==> src/rtl/ssd_digit_driver_if.sv <==
// Display-side signal bundle for the seven-segment digit driver.
// Latency: n/a (wiring only).
// Backpressure: none; the value is sampled continuously, outputs are free-running.
interface ssd_digit_driver_if;
  logic [12:0] value;
  logic [3:0]  anode;
  logic [6:0]  cathode;
  logic [15:0] bcd;
  logic        busy;

  // Driver of the binary value / observer of the display.
  modport master (
    output value,
    input  anode,
    input  cathode,
    input  bcd,
    input  busy
  );

  // The digit driver itself.
  modport slave (
    input  value,
    output anode,
    output cathode,
    output bcd,
    output busy
  );
endinterface

==> src/rtl/ssd_digit_driver.sv <==
// Binary-to-BCD (double-dabble) converter plus 4-digit multiplexed seven-segment driver.
// Latency: 15 clocks per conversion (1 capture, 13 shifts, 1 commit), reconverting continuously.
// Backpressure: none; value changes during a conversion are picked up at the next capture.
// Optional build macro SSD_LEADING_ZERO_BLANK_EN blanks leading zero digits 3..1.
module ssd_digit_driver #(
  parameter int REFRESH_BITS = 18
) (
  input  logic               clk,
  input  logic               rst,
  ssd_digit_driver_if.slave  bus
);

  typedef enum logic [1:0] {
    IDLE  = 2'd0,
    SHIFT = 2'd1,
    LOAD  = 2'd2
  } state_t;

  state_t                  state_q, state_d;
  logic [12:0]             shreg_q, shreg_d;
  logic [15:0]             scratch_q, scratch_d;
  logic [3:0]              iter_q, iter_d;
  logic [15:0]             bcd_q, bcd_d;
  logic                    busy_q, busy_d;
  logic [REFRESH_BITS-1:0] refresh_q, refresh_d;

  logic [15:0] scratch_adj;
  logic [28:0] shifted;
  logic [1:0]  idx;
  logic [3:0]  nib;
  logic        blank;
  logic [6:0]  seg;

  // Per-nibble add-3 correction, 4-bit wrap, no carry into the next nibble.
  function automatic logic [3:0] add3(input logic [3:0] n);
    return (n >= 4'd5) ? (n + 4'd3) : n;
  endfunction

  // Active-low gfedcba pattern for one decimal digit; non-decimal codes blank.
  function automatic logic [6:0] decode(input logic [3:0] d);
    logic [6:0] s;
    case (d)
      4'd0:    s = 7'b1000000;
      4'd1:    s = 7'b1111001;
      4'd2:    s = 7'b0100100;
      4'd3:    s = 7'b0110000;
      4'd4:    s = 7'b0011001;
      4'd5:    s = 7'b0010010;
      4'd6:    s = 7'b0000010;
      4'd7:    s = 7'b1111000;
      4'd8:    s = 7'b0000000;
      4'd9:    s = 7'b0010000;
      default: s = 7'b1111111;
    endcase
    return s;
  endfunction

  // Conversion FSM next-state and datapath.
  always_comb begin
    state_d   = state_q;
    shreg_d   = shreg_q;
    scratch_d = scratch_q;
    iter_d    = iter_q;
    bcd_d     = bcd_q;
    busy_d    = busy_q;
    refresh_d = refresh_q + 1'b1;

    scratch_adj = {add3(scratch_q[15:12]), add3(scratch_q[11:8]),
                   add3(scratch_q[7:4]),   add3(scratch_q[3:0])};
    shifted     = {scratch_adj, shreg_q} << 1;

    case (state_q)
      IDLE: begin
        shreg_d   = bus.value;
        scratch_d = 16'h0000;
        iter_d    = 4'd0;
        busy_d    = 1'b1;
        state_d   = SHIFT;
      end
      SHIFT: begin
        {scratch_d, shreg_d} = shifted;
        iter_d = iter_q + 4'd1;
        busy_d = 1'b1;
        if (iter_q == 4'd12) begin
          state_d = LOAD;
        end
      end
      LOAD: begin
        bcd_d   = scratch_q;
        busy_d  = 1'b0;
        state_d = IDLE;
      end
      default: begin
        busy_d  = 1'b0;
        state_d = IDLE;
      end
    endcase
  end

  // State registers; reset aborts any conversion in flight.
  always_ff @(posedge clk or posedge rst) begin
    if (rst) begin
      state_q   <= IDLE;
      shreg_q   <= '0;
      scratch_q <= '0;
      iter_q    <= '0;
      bcd_q     <= '0;
      busy_q    <= 1'b0;
      refresh_q <= '0;
    end else begin
      state_q   <= state_d;
      shreg_q   <= shreg_d;
      scratch_q <= scratch_d;
      iter_q    <= iter_d;
      bcd_q     <= bcd_d;
      busy_q    <= busy_d;
      refresh_q <= refresh_d;
    end
  end

  // Digit select and segment decode from the committed digits only.
  always_comb begin
    idx = refresh_q[REFRESH_BITS-1 -: 2];
    nib = bcd_q[{idx, 2'b00} +: 4];
    blank = 1'b0;
`ifdef SSD_LEADING_ZERO_BLANK_EN
    case (idx)
      2'd3:    blank = (bcd_q[15:12] == 4'd0);
      2'd2:    blank = (bcd_q[15:8] == 8'd0);
      2'd1:    blank = (bcd_q[15:4] == 12'd0);
      default: blank = 1'b0;
    endcase
`else
    blank = 1'b0;
`endif
    seg = blank ? 7'b1111111 : decode(nib);
  end

  assign bus.anode   = ~(4'b0001 << idx);
  assign bus.cathode = seg;
  assign bus.bcd     = bcd_q;
  assign bus.busy    = busy_q;

endmodule

==> src/flat_wrapper.sv <==
// flat-port wrapper written by rule: the top's interface ports become plain ports
module ssd_digit_driver_flat 
#(
  parameter int REFRESH_BITS = 18
)
  (clk, rst, bus_value, bus_anode, bus_cathode, bus_bcd, bus_busy);
  ssd_digit_driver_if bus_i ();
  input  logic clk;
  input  logic rst;
  input wire logic [$bits(bus_i.value)-1:0] bus_value;
  output wire logic [$bits(bus_i.anode)-1:0] bus_anode;
  output wire logic [$bits(bus_i.cathode)-1:0] bus_cathode;
  output wire logic [$bits(bus_i.bcd)-1:0] bus_bcd;
  output wire logic [$bits(bus_i.busy)-1:0] bus_busy;
  assign bus_i.value = bus_value;
  assign bus_anode = bus_i.anode;
  assign bus_cathode = bus_i.cathode;
  assign bus_bcd = bus_i.bcd;
  assign bus_busy = bus_i.busy;
  ssd_digit_driver #(.REFRESH_BITS(REFRESH_BITS)) u_core (.clk(clk), .rst(rst), .bus(bus_i));
endmodule
==> config.mk <==
export PLATFORM = sky130hd
export DESIGN_NAME = ssd_digit_driver_flat
export DESIGN_NICKNAME = d
export VERILOG_FILES = /design/src/rtl/ssd_digit_driver_if.sv /design/src/rtl/ssd_digit_driver.sv /design/src/flat_wrapper.sv
export SDC_FILE = /design/constraint.sdc
export NUM_CORES = 1
export LEC_CHECK = 0
export CORE_ASPECT_RATIO = 2
export CORE_MARGIN = 8
export CORE_UTILIZATION = 55
export CTS_CLUSTER_SIZE = 14
export DETAILED_ROUTE_END_ITERATION = 7
export PLACE_DENSITY = 0.79
export REMOVE_ABC_BUFFERS = 1
export SLEW_MARGIN = 40
export SYNTH_ARGS = -nofsm -noshare
export SYNTH_HDL_FRONTEND = slang
export SYNTH_SLANG_ARGS = --single-unit
==> constraint.sdc <==
create_clock -name clk -period 2.5 [get_ports clk]
set_input_delay 0.5 -clock clk [delete_from_list [all_inputs] [get_ports clk]]
set_output_delay 0.5 -clock clk [all_outputs]
set_load 0.005 [all_outputs]
# Word-level counts from Yosys, hierarchy flattened
# Memory sizes are Yosys's and may differ from the RTL's.
# Cells that the tools add are included.
# op_classes
add_sub_neg,6
mux,10
shifts,2
reduce_logical,3
bitwise,1
magnitude_cmp,4
eq_ne,4
# op_table
op,n
one-hot mux 16 bit (2 select lines),1
one-hot mux 13 bit (2 select lines),1
"adder 18 x 1 -> 18 bit, second input constant",1
">= comparator 4 x 3 -> 1 bit, second input constant",4
indexed part select 16 x 5 -> 4 bit,1
"adder 4 x 2 -> 4 bit, second input constant",3
two-way mux 4 bit,3
one-hot mux 4 bit (2 select lines),1
"adder 4 x 1 -> 4 bit, second input constant",1
"equality test 4 bit, second input constant",1
NOT 4 bit,1
one-hot mux 2 bit (2 select lines),1
"<< shifter 1 x 2 -> 4 bit, first input constant",1
"adder 3 x 2 -> 3 bit, second input constant",1
two-way mux 3 bit,1
"equality test 2 x 1 -> 1 bit, second input constant",1
"equality test 2 bit, second input constant",1
logical NOT 2 bit,1
two-way mux 2 bit,1
"!= test 2 x 1 -> 1 bit, second input constant",1
nonzero test 2 bit,1
OR reduction 2 bit,1
two-way mux 1 bit,1
# totals
reg_bits,70
input_bits,15
n_memories,1
elab_cells,38
rom_bits,112
# mem_list
memory,depth,width,read_ports,rd_ports_with_merged_regs,wr,line_no,rtl
(no name shown),16,7,1,0,0,ssd_digit_driver.sv:42,case (d)

# Logic depth before layout (Yosys ltp)
# Gate-level depths: netlist of run 1.
# depth
word_depth,3
ltp_mapped,7
depth_no_buf,6

# Worst setup path after synthesis of run 1
# Ideal clock, no wire load.
# synth_path
path_kind,flip-flop to output port
start,register u_core.refresh_q[16]
end,output bus_cathode[3]
arrival_time_ps,1741
n_path_buf,1
slack_ps,259
t_required_ps,2000
path_stages_with_launch,8
cell_sequence,dfrtp_1 > buf_6 > mux4_1 > inv_1 > ha_1 > nand2_1 > o21ai_0 > a21oi_1
# synth_between
elab_chain_cells,2
# synth_lines
item,line_no,rtl
"start, declared",ssd_digit_driver.sv:25,"logic [REFRESH_BITS-1:0] refresh_q, refresh_d;"
"start signal, assigned",ssd_digit_driver.sv:117,refresh_q <= refresh_d;
indexed part select 16 x 5 -> 4 bit,ssd_digit_driver.sv:124,"nib = bcd_q[{idx, 2'b00} +: 4];"
memory (16 x 7 bit),-,
"end, declared",flat_wrapper.sv:12,output wire logic [$bits(bus_i.cathode)-1:0] bus_cathode;
# No other way between the ends.

# Worst setup path after layout of run 1
# Same ends and word-level chain as after synthesis.

==> results of run 1 <==
final cells by class:
cell class	count	area [um^2]	share of cell area (%)
sequential	70	1750	39.6
multi-input combinational	222	1610	36.4
timing repair buffer	69	624	14.1
clock buffer	13	250	5.65
tap	86	108	2.43
inverter	16	61.3	1.39
clock inverter	3	20.0	0.452
stage by stage:
step / TNS [ps] / worst slack (ps) / cell area, um^2 / power, uW
detailed placement: -634 / -143 / 4070 / 2310
finish: -725 / -133 / 4430 / 3470
CTS: -367 / -70.2 / 4430 / 3480
global route: -1350 / -220 / 4430 / 3650
floorplan: 0 / 176 / 3380 / 1680
global placement: -194 / -76.7 / 4070 / 2260
synth_stat cells, types with 3 or more instances:
master,number,share of area (%)
a21oi_1,11,1.6
nand3_1,12,1.7
and4_1,4,1.0
a22o_1,4,1.0
xnor2_1,18,4.6
mux2i_1,20,5.8
nand4_1,4,0.73
clkbuf_1,9,0.98
nand2_1,42,4.6
nor2_1,5,0.54
mux2_2,10,3.3
buf_2,4,0.58
o22ai_1,6,1.1
o21ai_0,37,5.4
xor2_1,3,0.76
nor3b_1,5,1.1
dfrtp_1,70,51
ha_1,16,5.8
nand2b_1,8,1.5
inv_1,15,1.6
repair_timing:
item / CTS / global route
setup buffers: 7 / 0
gates resized for setup: 43 / 0
endpoints found under the setup margin: 7 / 7
pin swaps: 3 / 0
endpoints found under the hold margin: 0 / 0
hold buffers: 0 / 0
gates cloned: 1 / 0
placed cells by master, fill, tap and decap left out, types with 5 or more instances in the layout:
master and instances:
a21oi_1 9, buf_2 6, buf_4 21, buf_6 5, clkbuf_16 9, clkdlybuf4s50_1 35
dfrtp_1 70, ha_1 14, inv_1 13, mux2_2 9, mux2i_1 20, nand2_1 42
nand2b_1 8, nand3_1 12, nor2_1 5, nor3b_1 5, o21ai_0 35, o22ai_1 6
xnor2_1 18
state kept, by name, indices dropped and copies added (netlist names):
register and flops:
u_core.refresh_q 18, u_core.bus.bcd 16, u_core.scratch_q 16, u_core.shreg_q 13
u_core.iter_q 4, u_core.state_q 2, u_core.bus.busy 1
path summary, 6_finish.rpt:
check                                              endpoint                       startpoint  cells after the start
max                                          bus_cathode[3]   u_core.refresh_q[16]$_DFF_PP0_                      8
min                           u_core.refresh_q[5]$_DFF_PP0_    u_core.refresh_q[5]$_DFF_PP0_                      1
max reg2reg                u_core.scratch_q[10]$_DFFE_PP0P_  u_core.scratch_q[8]$_DFFE_PP0P_                      6
min reg2reg                   u_core.refresh_q[5]$_DFF_PP0_    u_core.refresh_q[5]$_DFF_PP0_                      1
max in group asynchronous     u_core.shreg_q[2]$_DFFE_PP0P_                              rst                      3
min in group asynchronous    u_core.refresh_q[10]$_DFF_PP0_                              rst                      3
logic make-up after synthesis:
kind of cell             after synthesis  share of synthesized area (%)
buffers and inverters                 31                           3.74
flip-flops                            70                           50.8
AO/OA/AOI/OAI                         63                           10.2
XOR/XNOR                              21                           5.34
AND/OR/NAND/NOR                       88                           12.9
adder cells (fa/ha/maj)               16                           5.81
multiplexers                          33                           11.1
worst reg2reg max path: cells and delay by family, from the launching register on:
kind / cells / cell delay, ps
AND/OR/NAND/NOR: 1 / 70
buffers and inverters: 1 / 140
AO/OA/AOI/OAI: 2 / 480
adder cells (fa/ha/maj): 1 / 220
flip-flops: 1 / 390
multiplexers: 1 / 380
power groups by stage:
stage	Clock (uW)	Sequential [uW]	Combinational, uW
after global placement	0	1340	925
after floorplan	0	1330	348
after global routing	1230	1340	1080
after detailed placement	0	1340	964
after CTS	1180	1330	974
final	1150	1330	987
metal layers:
| layer | track usage (%) | vias to the layer above | routed length [um] |
|---|---|---|---|
| met5 | 0 | - | 0 |
| met4 | 8.24 | 0 | 180 |
| met3 | 6.74 | 15 | 423 |
| met2 | 29.0 | 72 | 3770 |
| met1 | 21.1 | 1283 | 3270 |
| li1 | - | 1258 | - |
==> flow_metrics.env, run 1 <==
export IMPL_ys_ff_latch=70
export IMPL_syn_to_final_growth_pct=28.4
export IMPL_yosysUniqueCellTypes=36
export IMPL_critPathMaxFanout=4
export IMPL_num_fill_cells=445
export IMPL_yosysWarnings=0
export IMPL_synth_edf_count=0
export IMPL_clock_sinks=70
export IMPL_grt_pass1_wl_um=13000
export IMPL_finClkSkew_ps=4.94
export IMPL_num_rows=41
export IMPL_cts_tree="built"
export IMPL_ctsRootBufferMaster="clkbuf_16"
export IMPL_hold_slack_ps=464
export IMPL_via_per_inst=5.49
export IMPL_grt_setup_unrepaired="true"
export IMPL_numCtsBuffers=9
export IMPL_seqPwrFrac_pct=38.3
export IMPL_p_leak_uw=0.00207
export IMPL_clock_fmax_ghz=0.380
export IMPL_setup_viol=7
export IMPL_setup_ws_ps=-133
export IMPL_drt_iter0_drc=167
export IMPL_grt_pass1_vias=2691
export IMPL_diodes=0
export IMPL_hold_viol=0
export IMPL_track_usage_pct=18.2
export IMPL_overflow=0
export IMPL_dp_cells=455
export IMPL_port_buffers=42
export IMPL_place_hpwl_um=5240
export IMPL_ys_flop_type="dfrtp_1"
export IMPL_ys_seq_area_share_pct=50.8
export IMPL_routed_wl_um=7640
export IMPL_worstSetupPathType="reg -> out"
export IMPL_path_cells="buf_4, mux4_2, clkinv_2, ha_1, nand2_1, o21ai_1, a21oi_1, buf_2"
export IMPL_power_internal_uw=2500
export IMPL_first_pass_iters=4
export IMPL_core_area_um2=6210
export IMPL_synth_async_reset_ratio_pct=100
export IMPL_hold_class="reg -> reg"
export IMPL_period_minus_slack_ps=2630
export IMPL_vias=2628
export IMPL_crit_buf_inv=3
export IMPL_worst_slew_pin_slew_ps=781
export IMPL_drive_gt1_share_pct=17.6
export IMPL_fin_nets=419
export IMPL_grt_max_degree=71
export IMPL_comb_power_share_pct=28.4
export IMPL_drc_errors=0
export IMPL_cts_max_level=3
export IMPL_slew_headroom_pct=47.9
export IMPL_start_kind="register"
export IMPL_place_congestion=0.866
export IMPL_critPathRequiredTime_ps=2000
export IMPL_slowest_stage="mux4_2"
export IMPL_layout_worst_path_cycle_share_pct=105
export IMPL_syn_avg_cell_area_um2=10.7
export IMPL_slowest_delay_ps=550
export IMPL_synth_cell_area_um2=3450
export IMPL_io_pins=43
export IMPL_r2r_slack_ps=720
export IMPL_drv_slew=0
export IMPL_die_h_um=128
export IMPL_p_clk_share_pct=33.2
export IMPL_drv_cap=0
export IMPL_status="complete, but fails checks"
export IMPL_cts_buffer_depth=2
export IMPL_worstSkewPairLatency_ps=340
export IMPL_clkTransAtPathRegs_ps=50
export IMPL_antenna_found_initial=0
export IMPL_p_per_area_nw_per_um2=785
export IMPL_stdcell_count=479
export IMPL_end_kind="output port"
export IMPL_swShare_pct=27.9
export IMPL_p_switching_uw=969
export IMPL_die_w_um=72.0
export IMPL_ir_drop_uv=569
export IMPL_wl_per_cell_um=15.9
export IMPL_critPathTopFamily="multiplexers"
export IMPL_syn_inst=322
export IMPL_die_area_um2=9210
export IMPL_drtAntennaViolNets=0
export IMPL_violations="setup timing"
export IMPL_final_util_pct=71.3
export IMPL_start_util_pct=55.5
export IMPL_cp_arrival_ps=2130
Note: power is estimated with default switching activity, not from simulation.
==> inputs of run 2 (changes only) <==
Settings changed: CTS_CLUSTER_SIZE 14 to 20.
==> results of run 2 <==
No change in the layout: final DEF, timing and power equal those of run 1.
==> inputs of run 3 (changes only) <==
Settings changed: GPL_TIMING_DRIVEN from default to 1, SKIP_LAST_GASP from default to 1.
==> results of run 3 <==
No change in the layout: final DEF, timing and power equal those of run 1.
